--- config.mk ---
export PLATFORM = sky130hd
export DESIGN_NAME = serial_frame_rx
export DESIGN_NICKNAME = d
export VERILOG_FILES = /design/src/rtl/sfrx_pkg.sv /design/src/rtl/sfrx_bit_timer.sv /design/src/rtl/serial_frame_rx.sv
export SDC_FILE = /design/constraint.sdc
export NUM_CORES = 1
export LEC_CHECK = 0
export CAP_MARGIN = 10
export CORE_MARGIN = 5
export CORE_UTILIZATION = 30
export CTS_BUF_LIST = sky130_fd_sc_hd__clkbuf_4 sky130_fd_sc_hd__clkbuf_8
export CTS_CLUSTER_SIZE = 20
export DETAILED_ROUTE_END_ITERATION = 6
export HOLD_SLACK_MARGIN = 0.06
export PLACE_DENSITY = 0.52
export REMOVE_ABC_BUFFERS = 1
export SKIP_CTS_REPAIR_TIMING = 1
export SLEW_MARGIN = 20
export SYNTH_ARGS = -nofsm -noshare
export SYNTH_HDL_FRONTEND = slang
export SYNTH_SLANG_ARGS = --single-unit
--- constraint.sdc ---
create_clock -name clk -period 1.7 [get_ports clk]
set_clock_uncertainty 0.2 [all_clocks]
set_input_delay 0.34 -clock clk [delete_from_list [all_inputs] [get_ports clk]]
set_output_delay 0.34 -clock clk [all_outputs]
set_load 0.005 [all_outputs]
--- src/rtl/sfrx_pkg.sv ---
// Shared constants for the serial frame receiver: FSM state encodings and line levels.
package sfrx_pkg;

    localparam logic [2:0] ST_IDLE      = 3'd0;
    localparam logic [2:0] ST_START     = 3'd1;
    localparam logic [2:0] ST_DATA      = 3'd2;
    localparam logic [2:0] ST_PARITY    = 3'd3;
    localparam logic [2:0] ST_STOP      = 3'd4;
    localparam logic [2:0] ST_WAIT_IDLE = 3'd5;

    localparam logic LINE_IDLE = 1'b1;

endpackage

--- src/rtl/sfrx_bit_timer.sv ---
// Loadable down-counter for bit timing. tick is high while the count sits at zero; the
// counter saturates there instead of wrapping, so a missed reload never aliases a bit.
module sfrx_bit_timer #(
    parameter int unsigned CLKS_PER_BIT = 4,
    localparam int unsigned CntW        = $clog2(CLKS_PER_BIT)
) (
    input  logic            clk,
    input  logic            reset,
    input  logic            load,
    input  logic [CntW-1:0] load_val,
    output logic            tick
);

    logic [CntW-1:0] cnt_q, cnt_d;

    // Next count: reload on request, otherwise count down to zero and hold.
    always_comb begin
        cnt_d = cnt_q;
        if (load) begin
            cnt_d = load_val;
        end else if (cnt_q != '0) begin
            cnt_d = cnt_q - CntW'(1);
        end
    end

    // Counter state.
    always_ff @(posedge clk or negedge reset) begin
        if (!reset) begin
            cnt_q <= '0;
        end else begin
            cnt_q <= cnt_d;
        end
    end

    assign tick = (cnt_q == '0);

endmodule

--- src/rtl/serial_frame_rx.sv ---
// Single-wire serial frame receiver: idle-high line, start bit, DATA_W bits LSB first,
// optional even parity bit (build with SFRX_PARITY_EN), stop bit. Received words are
// offered on a valid/ready port; errors are reported as one-cycle pulses.
module serial_frame_rx
    import sfrx_pkg::*;
#(
    parameter int unsigned DATA_W       = 8,
    parameter int unsigned CLKS_PER_BIT = 4
) (
    input  logic              clk,
    input  logic              reset,
    input  logic              rx_d,
    output logic [DATA_W-1:0] out_data,
    output logic              out_valid,
    input  logic              out_ready,
    output logic              frame_err,
    output logic              overrun
`ifdef SFRX_PARITY_EN
    ,
    output logic              parity_err
`endif
);

    localparam int unsigned TmrW = $clog2(CLKS_PER_BIT);
    localparam int unsigned IdxW = $clog2(DATA_W + 1);
    localparam logic [TmrW-1:0] FullLoad = TmrW'(CLKS_PER_BIT - 1);
    localparam logic [TmrW-1:0] HalfLoad = TmrW'(CLKS_PER_BIT / 2 - 1);

    logic [1:0]        sync_q, sync_d;
    logic [1:0]        prime_q, prime_d;
    logic              armed_q, armed_d;
    logic [2:0]        state_q, state_d;
    logic [DATA_W-1:0] shift_q, shift_d;
    logic [IdxW-1:0]   idx_q, idx_d;
    logic              done_q, done_d;
    logic [DATA_W-1:0] out_data_q, out_data_d;
    logic              out_valid_q, out_valid_d;
    logic              frame_err_q, frame_err_d;
    logic              overrun_q, overrun_d;
    logic              par_bad_q, par_bad_d;
    logic              tmr_load;
    logic [TmrW-1:0]   tmr_val;
    logic              tick;
    logic              rx_s;

    assign rx_s = sync_q[1];

    sfrx_bit_timer #(
        .CLKS_PER_BIT(CLKS_PER_BIT)
    ) u_bit_timer (
        .clk     (clk),
        .reset   (reset),
        .load    (tmr_load),
        .load_val(tmr_val),
        .tick    (tick)
    );

    // Synchronizer shift and arming: the sync flops reset to idle, so the line only counts
    // as observed idle once real samples have propagated through both stages.
    always_comb begin
        sync_d  = {sync_q[0], rx_d};
        prime_d = {prime_q[0], 1'b1};
        armed_d = armed_q | (prime_q[1] & (rx_s == LINE_IDLE));
    end

    // Frame FSM: start detect, mid-bit sampling, parity and stop checks.
    always_comb begin
        state_d     = state_q;
        shift_d     = shift_q;
        idx_d       = idx_q;
        done_d      = 1'b0;
        frame_err_d = 1'b0;
        par_bad_d   = par_bad_q;
        tmr_load    = 1'b0;
        tmr_val     = FullLoad;
        case (state_q)
            ST_IDLE: begin
                if (armed_q && rx_s != LINE_IDLE) begin
                    state_d   = ST_START;
                    tmr_load  = 1'b1;
                    tmr_val   = HalfLoad;
                    par_bad_d = 1'b0;
                end
            end
            ST_START: begin
                if (tick) begin
                    tmr_load = 1'b1;
                    idx_d    = '0;
                    state_d  = (rx_s != LINE_IDLE) ? ST_DATA : ST_IDLE;
                end
            end
            ST_DATA: begin
                if (tick) begin
                    tmr_load = 1'b1;
                    // Shift in from the top: after DATA_W samples bit 0 holds the first bit.
                    shift_d  = {rx_s, shift_q[DATA_W-1:1]};
                    idx_d    = idx_q + IdxW'(1);
                    if (idx_q == IdxW'(DATA_W - 1)) begin
`ifdef SFRX_PARITY_EN
                        state_d = ST_PARITY;
`else
                        state_d = ST_STOP;
`endif
                    end
                end
            end
`ifdef SFRX_PARITY_EN
            ST_PARITY: begin
                if (tick) begin
                    tmr_load  = 1'b1;
                    par_bad_d = (^shift_q) ^ rx_s;
                    state_d   = ST_STOP;
                end
            end
`endif
            ST_STOP: begin
                if (tick) begin
                    tmr_load = 1'b1;
                    if (rx_s == LINE_IDLE) begin
                        done_d  = 1'b1;
                        state_d = ST_IDLE;
                    end else begin
                        frame_err_d = 1'b1;
                        state_d     = ST_WAIT_IDLE;
                    end
                end
            end
            ST_WAIT_IDLE: begin
                if (rx_s == LINE_IDLE) begin
                    tmr_load = 1'b1;
                    state_d  = ST_IDLE;
                end
            end
            default: begin
                state_d = ST_IDLE;
            end
        endcase
    end

    // Output register: load a completed word unless the previous one is still unaccepted.
    always_comb begin
        out_data_d  = out_data_q;
        out_valid_d = out_valid_q & ~out_ready;
        overrun_d   = 1'b0;
        if (done_q) begin
            if (out_valid_q && !out_ready) begin
                overrun_d = 1'b1;
            end else begin
                out_data_d  = shift_q;
                out_valid_d = 1'b1;
            end
        end
    end

    // All state registers.
    always_ff @(posedge clk or negedge reset) begin
        if (!reset) begin
            sync_q      <= {2{LINE_IDLE}};
            prime_q     <= '0;
            armed_q     <= 1'b0;
            state_q     <= ST_IDLE;
            shift_q     <= '0;
            idx_q       <= '0;
            done_q      <= 1'b0;
            out_data_q  <= '0;
            out_valid_q <= 1'b0;
            frame_err_q <= 1'b0;
            overrun_q   <= 1'b0;
            par_bad_q   <= 1'b0;
        end else begin
            sync_q      <= sync_d;
            prime_q     <= prime_d;
            armed_q     <= armed_d;
            state_q     <= state_d;
            shift_q     <= shift_d;
            idx_q       <= idx_d;
            done_q      <= done_d;
            out_data_q  <= out_data_d;
            out_valid_q <= out_valid_d;
            frame_err_q <= frame_err_d;
            overrun_q   <= overrun_d;
            par_bad_q   <= par_bad_d;
        end
    end

    assign out_data  = out_data_q;
    assign out_valid = out_valid_q;
    assign frame_err = frame_err_q;
    assign overrun   = overrun_q;

`ifdef SFRX_PARITY_EN
    logic parity_err_q, parity_err_d;

    // Parity error pulse is concurrent with the word load (or the overrun drop).
    always_comb begin
        parity_err_d = done_q & par_bad_q;
    end

    // Parity error pulse register.
    always_ff @(posedge clk or negedge reset) begin
        if (!reset) begin
            parity_err_q <= 1'b0;
        end else begin
            parity_err_q <= parity_err_d;
        end
    end

    assign parity_err = parity_err_q;
`endif

endmodule

; Word level (Yosys, flattened, before mapping)
; Cells that the tools add are included.
[totals]
wordCells = 73
out_inout_bits = 11
input_bits = 4
regBits = 34
[classes]
n_bitwise = 6
mux = 29
n_addsub = 2
reduce_logical = 13
n_eq_ne = 11
[ops]
columns = operator, n
row1 = 3-bit two-way mux, 7
row2 = 3-bit one-hot mux with 5 select lines, 1
row3 = 1-bit two-way mux, 12
row4 = 2-bit inequality test (second input constant), 6
row5 = 2-bit two-way mux, 5
row6 = 4-bit two-way mux, 2
row7 = 4-bit one-hot mux with 2 select lines, 1
row8 = 3-bit == test (second input constant), 2
row9 = 6-bit AND reduction, 1
row10 = 2-bit nonzero test, 3
row11 = 4-bit by 1-bit adder with 4-bit output (second input constant), 1
row12 = 4-bit by 3-bit == test with 1-bit output (second input constant), 1
row13 = 2-bit AND reduction, 2
row14 = 3-bit by 1-bit == test with 1-bit output (second input constant), 1
row15 = 3-bit by 2-bit == test with 1-bit output (second input constant), 1
row16 = 3-bit zero test, 1
row17 = 1-bit NOT, 3
row18 = 1-bit one-hot mux with 3 select lines, 1
row19 = 3-bit AND reduction, 1
row20 = 3-bit OR reduction, 1
row21 = 1-bit AND, 2
row22 = 1-bit logical AND, 2
row23 = 2-bit zero test, 1
row24 = 2-bit by 1-bit subtractor with 2-bit output (second input constant), 1
row25 = 2 further kinds, 2

; Depth between registers and ports, before layout
; Gate-level depths: netlist (run 1).
[depth]
ltp_word = 5
mapped_depth = 6
depth_no_buf = 5

; Cells and area by module
; From an unflattened synthesis (run 1), not the netlist that was laid out.
[hier_totals]
cells_unflattened = 116
area_unflattened_um2 = 1461.4
[by_module_without_submodules]
columns = mod, area_per_inst_um2, n_inst, seq_area_each_um2, cells_per_inst
row1 = serial_frame_rx, 1347.5, 1, 803.3, 104
row2 = sfrx_bit_timer, 113.9, 1, 50.0, 12

; Worst setup path after synthesis (run 1)
; No wires, ideal clock.
[synth_timing]
path_kind = register -> register
startpoint = reg u_bit_timer.cnt_q[0]
endpoint = reg shift_q[0]
period_less_slack_ns = 1.719
path_stages_with_launch = 6
arrival_ns = 1.394
slack_ns = -0.019
setup_time_ns = 0.125
cell_sequence = dfrtp_1 inv_1 ha_1 nor4bb_1 buf_2 mux2_2
[synth_between]
elab_chain_cells = 2
[synth_rtl]
columns = element, line_no
row1 = start: declaration, sfrx_bit_timer.sv:14  ; logic [CntW-1:0] cnt_q, cnt_d;
row2 = start signal: assignment, sfrx_bit_timer.sv:31  ; cnt_q <= cnt_d;
row3 = 2-bit zero test, sfrx_bit_timer.sv:35  ; assign tick = (cnt_q == '0);
row4 = 2-bit AND reduction (no source line), -
row5 = end signal: assignment, serial_frame_rx.sv:175  ; shift_q <= shift_d;
row6 = end: declaration, serial_frame_rx.sv:33  ; logic [DATA_W-1:0] shift_q, shift_d;
; No other way between the ends.
; A chain may end at the register's enable or synchronous reset.

; Final worst setup path (run 1)
[layout_timing]
startpoint = reg u_bit_timer.cnt_q[1]
endpoint = reg shift_q[2]
; Same word-level chain as after synthesis.

==> flow_summary.yaml, run 1 <==
setup_path:
  critical_path.endpoint_type: "register"
  r2r_start: "u_bit_timer.cnt_q[1]"
  worstSetupStartpoint: "u_bit_timer.cnt_q[1]"
  cp_data_required_time_ns: 1.67
  critical_path.slowest_cell: "sky130_fd_sc_hd__dfrtp_1"
  worst_r2r_path_depth: 5
  worstPathMaxFanout: 5
  worst-endpoint-arrival_ns: 1.67
  critical_path.reg2reg.endpoint: "shift_q[2]"
  cpPeakStageDelay_ns: 0.38
  setup_slack_on_the_worst_flop_to_flop_path_ns: -0.003
  setup.worst_path.class: "register to register"
  startpoint_type: "register"
  timing.critical_path.to: "shift_q[2]"
  path_cells: "inv_1, ha_2, nor4bb_4, buf_4, mux2_4"
detailed_routing:
  vias: 1002
  drtIter0Drc: 80
  via_per_inst: 4.66
  wire_length_per_cell_after_detailed_routing_um: 13.0
  finalWirelength_um: 2800
  drc_errors: 0
  final_antenna_net_count: 0
  detailedRoute.firstPassIterationCount: 4
sta:
  finalCritPeriodShare: 1.00
  timing.fmax_ghz: 0.587
  rsz_0062_raised_after_global_routing: "yes"
  fin_crit_ns: 1.70
  finalMaxSlewViolations: 0
  finalHoldViolCount: 0
  final_critical_path_setup_slack_ns: -0.00272
  setup_viol: 3
global_routing:
  antenna_found_initial: 0
  first_pass_grt_wire_length_um: 4660
  global_router_s_overall_resource_usage: 0.0966
  grt_overflow_total: 0
  number_of_global_route_vias_before_repair: 974
  grt_start_max_net_pins: 35
synth:
  synth_top_family_by_area: "multiplexers"
  adder_cell_fraction_of_synth_area: 0.0171
  synth_most_common_cell: "sky130_fd_sc_hd__dfrtp_1"
  synthSimpleGateAreaFrac: 0.117
  synthesis.area_per_instance_um2: 12.5
  yosysWarnings: 0
  synth_cell_type_count: 36
  yosys-top-cells-area: "sky130_fd_sc_hd__dfrtp_1, sky130_fd_sc_hd__mux2_2, sky130_fd_sc_hd__dfstp_2, sky130_fd_sc_hd__o21ai_0, sky130_fd_sc_hd__nand2_1"
  synthesized_area_fraction_occupied_by_ao_oa_aoi_and_oai_cells: 0.113
  syn_inst: 117
  post_synth_instance_area_um2: 1460
  yosys-mux-area-fraction: 0.130
  yosys.area.top_type: "sky130_fd_sc_hd__dfrtp_1"
  synthFlopType: "sky130_fd_sc_hd__dfrtp_1"
  ys_ff_latch: 34
  xor_xnor_share_of_the_synthesized_area: 0.00600
  netlist_top_cells_count: "sky130_fd_sc_hd__dfrtp_1, sky130_fd_sc_hd__mux2_2, sky130_fd_sc_hd__nand2_1, sky130_fd_sc_hd__o21ai_0, sky130_fd_sc_hd__nor2_1"
  synth-seq-area-share: 0.584
  synth_edf_count: 0
  postSynth.asyncResetShare: 1.00
  yosysTopAreaCellShare: 0.548
run_status:
  failed_checks: "negative setup slack"
  run_status: "complete, but fails checks"
final_layout:
  regArea_um2: 855
  final_nets: 153
  layout-drive-gt1-share: 0.324
  multi_input_comb_area_um2: 618
  fillCellCount: 457
  antennaDiodeCount: 0
  layout.core_utilization: 0.416
  areaGrowthSynthToFinish_pct: 34.6
clocking:
  insertion_delay_ns: 0.28
  cts.sink_count: 34
  clk_root_buffer_cell: "sky130_fd_sc_hd__clkbuf_8"
  clk_pin_slew_ns: 0.07
  clock_path_buffers: 2
  cts_htree_levels: 2
  cts_tree: "done"
  clock_buffers_created_by_tritoncts: 5
die:
  dieArea_um2: 6360
  initial_cell_density_of_the_core: 0.309
  fp.dieH_um: 79.8
  die_w_um: 79.8
  top_ports: 15
  fp-row-count: 25
  core_region_area_um2: 4720
place:
  hpwl_um: 1850
  gp_congestion: 0.806
  port-buffer-count: 14
power:
  powerDensity_nw_per_um2: 1250
  irDropWorstVdd_mv: 0.426
  power.total_mw: 2.45
  power.leakage_nw: 1.04
flow_run:
  drv_cap: 0
hold_path:
  holdPathStages: 0
  hold_path.class: "register to register"
layout by cell type (no fill, tap or decap), types with 2 or more instances in the layout:
cell type and instances:
sky130_fd_sc_hd__buf_12 2, sky130_fd_sc_hd__clkinv_2 2, sky130_fd_sc_hd__nand2_1 7, sky130_fd_sc_hd__buf_4 11, sky130_fd_sc_hd__dfrtp_1 31, sky130_fd_sc_hd__o2bb2ai_1 2, sky130_fd_sc_hd__mux2_2 8, sky130_fd_sc_hd__dfstp_2 2
sky130_fd_sc_hd__o21ai_0 7, sky130_fd_sc_hd__inv_1 4, sky130_fd_sc_hd__clkdlybuf4s50_1 5, sky130_fd_sc_hd__a21oi_1 4, sky130_fd_sc_hd__nand2b_1 3, sky130_fd_sc_hd__nor2_1 6, sky130_fd_sc_hd__buf_6 2, sky130_fd_sc_hd__mux2_4 8
sky130_fd_sc_hd__dlymetal6s2s_1 9, sky130_fd_sc_hd__clkbuf_8 5, sky130_fd_sc_hd__nor2b_1 2, sky130_fd_sc_hd__a32oi_1 2
kinds of logic after synthesis:
group                    Yosys count
AND/OR/NAND/NOR                   28
AO/OA/AOI/OAI                     24
other                              1
buffers and inverters             10
multiplexers                      17
XOR/XNOR                           1
flip-flops                        34
adder cells (fa/ha/maj)            2
area by class of cell:
| type | count | share of cell area |
|---|---|---|
| Timing Repair Buffer | 29 | 0.157 |
| Clock buffer | 6 | 0.0388 |
| Tap cell | 67 | 0.0426 |
| Clock inverter | 2 | 0.00509 |
| Inverter | 4 | 0.00764 |
| Multi-Input combinational cell | 73 | 0.314 |
| Sequential cell | 34 | 0.435 |
worst max-delay path: cells and delay by family, from the launching register on:
family	cells	cell delay [ns]
flip-flops	1	0.38
multiplexers	1	0.30
adder cells (fa/ha/maj)	1	0.19
AND/OR/NAND/NOR	1	0.25
buffers and inverters	2	0.28
report_power, final:
part | switching (mW) | internal, mW | leakage, nW | total (mW)
Sequential | 0.110 | 0.927 | 0.442 | 1.04
Clock | 0.283 | 0.300 | 0.0484 | 0.583
Combinational | 0.378 | 0.455 | 0.552 | 0.833
flip-flops by register name (all words and copies together) (netlist names), 2 cells and up:
name / cells
u_bit_timer.cnt_q: 2
prime_q: 2
shift_q: 8
state_q: 3
sync_q: 2
idx_q: 4
out_data: 8
per-stage QoR:
| step | TNS, ns | cells | cell area [um2] | hold WS [ns] | worst slack (ns) |
|---|---|---|---|---|---|
| 2_1_floorplan | -8.15 | 111 | 1430 | -0.156 | -0.859 |
| 3_3_place_gp | -0.763 | 202 | 1760 | 0.133 | -0.0944 |
| 3_5_place_dp | -0.868 | 202 | 1760 | 0.137 | -0.120 |
| 4_1_cts | -0.0809 | 210 | 1840 | 0.154 | -0.0184 |
| 5_1_grt | -0.501 | 215 | 1970 | 0.161 | -0.0716 |
| 6_report | -0.00424 | 215 | 1970 | 0.154 | -0.00272 |
worst min path at each step:
stage,startpoint,to
after floorplan,reset,armed_q
after global placement,prime_q[0],prime_q[1]
after detailed placement,prime_q[0],prime_q[1]
after CTS,prime_q[0],prime_q[1]
after global routing,sync_q[0],sync_q[1]
final,prime_q[0],prime_q[1]
metal layers:
metal	global-route usage	wire, um
met1	0.113	1290
met2	0.154	1400
met3	0.0350	80
met4	0.0507	27
met5	0	0
(Power assumes the default switching activity.)
==> run 2: changes to the inputs <==
Settings changed: MAX_ROUTING_LAYER from default to met4.
==> run 2 against run 1 <==
The run still ends with negative setup slack left. Maximum frequency about the same. Power about the same. Final cell count unchanged.
==> flow_summary.yaml, run 2 (synthesis gave the netlist of run 1 again) <==
final_layout:
  final_nets: 153
  areaGrowthSynthToFinish_pct: 34.6
  mostFrequentLayoutCell: "sky130_fd_sc_hd__dfrtp_1"
  fillCellCount: 457
  layout.core_utilization: 0.416
  layout-drive-gt1-share: 0.324
  most-common-layout-cells: "sky130_fd_sc_hd__dfrtp_1, sky130_fd_sc_hd__buf_4, sky130_fd_sc_hd__dlymetal6s2s_1, sky130_fd_sc_hd__mux2_4, sky130_fd_sc_hd__mux2_2"
  antennaDiodeCount: 0
sta:
  finalCritPeriodShare: 1.00
  finalHoldViolCount: 0
  rsz_0062_raised_after_global_routing: "yes"
  final_critical_path_setup_slack_ns: -0.00219
  fin_crit_ns: 1.70
  finalMaxSlewViolations: 0
  setup_viol: 2
  timing.fmax_ghz: 0.587
setup_path:
  worst-endpoint-arrival_ns: 1.67
  path_cells: "inv_1, ha_2, nor4bb_4, buf_4, mux2_4"
  r2r_start: "u_bit_timer.cnt_q[1]"
  worstSetupStartpoint: "u_bit_timer.cnt_q[1]"
  critPathTopFamily: "flip-flops"
  cp_data_required_time_ns: 1.67
  critical_path.n_buffers_inverters: 2
  startpoint_type: "register"
  cpPeakStageDelay_ns: 0.38
  critical_path.endpoint_type: "register"
  worstPathMaxFanout: 5
  critical_path.slowest_cell: "sky130_fd_sc_hd__dfrtp_1"
  setup.worst_path.class: "register to register"
clocking:
  clock_buffers_created_by_tritoncts: 5
  cts.sink_count: 34
  clk_pin_slew_ns: 0.07
  insertion_delay_ns: 0.28
  clk_root_buffer_cell: "sky130_fd_sc_hd__clkbuf_8"
  cts_htree_levels: 2
  clock_path_buffers: 2
  cts_tree: "done"
die:
  top_ports: 15
  fp.dieH_um: 79.8
  initial_cell_density_of_the_core: 0.309
  fp-row-count: 25
  die_w_um: 79.8
  dieArea_um2: 6360
  core_region_area_um2: 4720
power:
  powerDensity_nw_per_um2: 1250
  power_share_of_the_combinational_group: 0.340
  power.leakage_nw: 1.04
  p_clk_frac: 0.237
  switching_power_mw: 0.770
  power.total_mw: 2.45
  p_int_mw: 1.68
  p_sw_frac: 0.314
  p_seq_frac: 0.423
  irDropWorstVdd_mv: 0.425
flow_run:
  drv_cap: 0
run_status:
  run_status: "complete, but fails checks"
  failed_checks: "negative setup slack"
global_routing:
  grt_start_max_net_pins: 35
  first_pass_grt_wire_length_um: 4650
  global_router_s_overall_resource_usage: 0.0990
  antenna_found_initial: 0
  grt_overflow_total: 0
  number_of_global_route_vias_before_repair: 982
detailed_routing:
  finalWirelength_um: 2790
  via_per_inst: 4.67
  drc_errors: 0
  wire_length_per_cell_after_detailed_routing_um: 13.0
  drtIter0Drc: 48
  final_antenna_net_count: 0
  vias: 1005
  detailedRoute.firstPassIterationCount: 4
hold_path:
  min-delay-start: "prime_q[0]"
  hold_path.class: "register to register"
place:
  hpwl_um: 1850
  gp_congestion: 0.818
  port-buffer-count: 14
run 2: final timing paths:
kind / endpoint / slack, ns / depth (start not counted)
min reg2reg: prime_q[1] / 0.15 / 0
min: prime_q[1] / 0.15 / 0
max in group asynchronous: sync_q[1] / 0.82 / 2
max reg2reg: shift_q[2] / -0.002 / 5
max: shift_q[2] / -0.002 / 5
min in group asynchronous: shift_q[2] / 0.24 / 2
run 2: routing by layer:
layer,up-vias,track usage,share of wire
met5,-,-,0
met4,0,0.0507,0.0097
met3,2,0.0350,0.028
met2,16,0.156,0.50
met1,513,0.111,0.46
li1,474,-,-
run 2: metrics by stage:
stage                     hold WS, ns  area (um2)  setup TNS (ns)  setup slack [ns]  std cells
after global placement          0.133        1760          -0.763           -0.0944        202
after CTS                       0.154        1840         -0.0809           -0.0184        210
after detailed placement        0.137        1760          -0.868            -0.120        202
after floorplan                -0.156        1430           -8.15            -0.859        111
after global routing            0.161        1970          -0.481           -0.0688        215
final                           0.153        1970        -0.00250          -0.00219        215
run 2: power groups by stage:
stage	combinational, mW	sequential, mW	clock [mW]
after floorplan	0.450	1.06	0
after global placement	0.717	1.03	0
after detailed placement	0.739	1.04	0
after CTS	0.740	1.02	0.604
after global routing	0.927	1.06	0.640
final	0.835	1.04	0.580
run 2: layout make-up:
cell class / instances / area (um2) / area share
sequential: 34 / 855 / 0.435
inverter: 4 / 15.0 / 0.00764
clock inverter: 2 / 10.0 / 0.00509
timing repair buffer: 29 / 308 / 0.157
tap: 67 / 83.8 / 0.0426
multi-input combinational: 73 / 618 / 0.314
clock buffer: 6 / 76.3 / 0.0388
run 2: worst register-to-register path: cells and delay by family, from the launching register on:
kind	cells	cell delay, ns
mux	1	0.30
buf+inv	2	0.28
fa+ha+maj	1	0.19
flops	1	0.38
simple gates	1	0.26
==> run 3: changes to the inputs <==
Settings changed: CORE_MARGIN 5 to default.
==> run 3 against run 2 <==
The run still ends with negative setup slack left. Global-route usage grew 2.5 points. Register-to-register slack lost 0.02 ns. Setup slack lost 0.016 ns. Non-clock buffer count grew 1. Sequential power is essentially flat. Via count is essentially flat. Clock-buffer cell count is the same.
==> flow_summary.yaml, run 3 (synthesis gave the netlist of run 1 again) <==
run_status:
  run_status: "complete, but fails checks"
  failed_checks: "negative setup slack"
sta:
  fin_crit_ns: 1.72
  finalHoldViolCount: 0
  final.setup.tns_ns: -0.0529
  finalCritPeriodShare: 1.01
  finalMaxSlewViolations: 0
  timing.hold.ws_ns: 0.151
  final_critical_path_setup_slack_ns: -0.0186
  timing.fmax_ghz: 0.582
  setup_viol: 5
  rsz_0062_raised_after_global_routing: "yes"
power:
  switching_power_mw: 0.823
  p_int_mw: 2.03
  p_seq_frac: 0.365
  power_share_of_the_combinational_group: 0.310
  p_clk_frac: 0.324
  powerDensity_nw_per_um2: 1420
  power.leakage_nw: 1.07
  irDropWorstVdd_mv: 0.676
  p_sw_frac: 0.288
final_layout:
  fin_cells: 203
  areaGrowthSynthToFinish_pct: 37.6
  most-common-layout-cells: "sky130_fd_sc_hd__dfrtp_1, sky130_fd_sc_hd__buf_4, sky130_fd_sc_hd__mux2_2, sky130_fd_sc_hd__dlymetal6s2s_1"
  layout-drive-gt1-share: 0.329
  final_nets: 154
  mostFrequentLayoutCell: "sky130_fd_sc_hd__dfrtp_1"
  antennaDiodeCount: 0
  stdcell_area_um2: 2010
  fillCellCount: 448
detailed_routing:
  finalWirelength_um: 2860
  via_per_inst: 4.95
  wire_length_per_cell_after_detailed_routing_um: 14.1
  vias: 1004
  drtIter0Drc: 23
  drc_errors: 0
  final_antenna_net_count: 0
  detailedRoute.firstPassIterationCount: 4
clocking:
  clk_pin_slew_ns: 0.07
  clock_buffers_created_by_tritoncts: 5
  cts_htree_levels: 2
  insertion_delay_ns: 0.29
  cts_tree: "done"
  clk_root_buffer_cell: "sky130_fd_sc_hd__clkbuf_8"
  clock_path_buffers: 2
  cts.sink_count: 34
hold_path:
  hold_path.class: "register to register"
  holdPathStages: 0
die:
  fp-row-count: 25
  top_ports: 15
  initial_cell_density_of_the_core: 0.311
  core_region_area_um2: 4690
  dieArea_um2: 5150
  die_w_um: 71.8
  fp.dieH_um: 71.8
global_routing:
  antenna_found_initial: 0
  grt_start_max_net_pins: 35
  number_of_global_route_vias_before_repair: 1003
  global_router_s_overall_resource_usage: 0.124
  first_pass_grt_wire_length_um: 4670
  grt_overflow_total: 0
place:
  hpwl_um: 1800
  port-buffer-count: 14
  numPlacedInstances: 191
  detailed_place.area_um2: 1760
  gp_congestion: 0.730
setup_path:
  critical_path.endpoint_type: "register"
  worst-endpoint-arrival_ns: 1.69
  worst_r2r_path_depth: 5
  cp_data_required_time_ns: 1.67
  startpoint_type: "register"
  setup.worst_path.class: "register to register"
  worstPathMaxFanout: 5
flow_run:
  drv_cap: 0
-- run 3: final cells by class --
class / instances / area (um2) / share of cell area
clock buffers: 6 / 82.6 / 0.0411
clock inverters: 2 / 60.1 / 0.0299
well taps: 54 / 67.6 / 0.0336
inverters: 4 / 15.0 / 0.00747
flip-flops and latches: 34 / 855 / 0.425
repair buffers: 30 / 315 / 0.157
multi-input cells: 73 / 614 / 0.306
-- run 3: routing by layer --
metal  part of all wire  track usage
met2               0.49        0.181
met1               0.45        0.150
met3              0.032       0.0338
met4              0.023       0.0784
met5                  0            -
-- run 3: worst max-delay path, cell delays in order, from the launching register on --
cell and delay, ns:
sky130_fd_sc_hd__dfrtp_1 0.39, sky130_fd_sc_hd__inv_1 0.10, sky130_fd_sc_hd__ha_4 0.14, sky130_fd_sc_hd__nor4bb_4 0.25, sky130_fd_sc_hd__buf_6 0.19, sky130_fd_sc_hd__mux2_2 0.33
-- run 3: per-stage QoR --
| stage | utilization | setup WS [ns] | power (mW) |
|---|---|---|---|
| floorplan | - | -0.859 | 1.51 |
| global placement | 0.374 | -0.0774 | 1.76 |
| detailed placement | 0.374 | -0.0919 | 1.80 |
| CTS | 0.405 | -0.0271 | 2.73 |
| global route | 0.428 | -0.107 | 3.03 |
| finish | 0.428 | -0.0186 | 2.85 |
-- run 3: path summary, 6_finish.rpt --
path	startpoint	endpoint	slack [ns]
max	u_bit_timer.cnt_q[0]	shift_q[1]	-0.02
min in group asynchronous	reset	out_data[5]	0.21
max in group asynchronous	reset	sync_q[1]	0.84
min	prime_q[0]	prime_q[1]	0.15
min reg2reg	prime_q[0]	prime_q[1]	0.15
max reg2reg	u_bit_timer.cnt_q[0]	shift_q[1]	-0.02
-- run 3: power groups by stage --
stage / logic [mW] / clock network [mW] / registers, mW
final: 0.885 / 0.925 / 1.04
after global routing: 0.982 / 0.981 / 1.06
after CTS: 0.763 / 0.942 / 1.03
after detailed placement: 0.752 / 0 / 1.04
after global placement: 0.724 / 0 / 1.04
after floorplan: 0.450 / 0 / 1.06
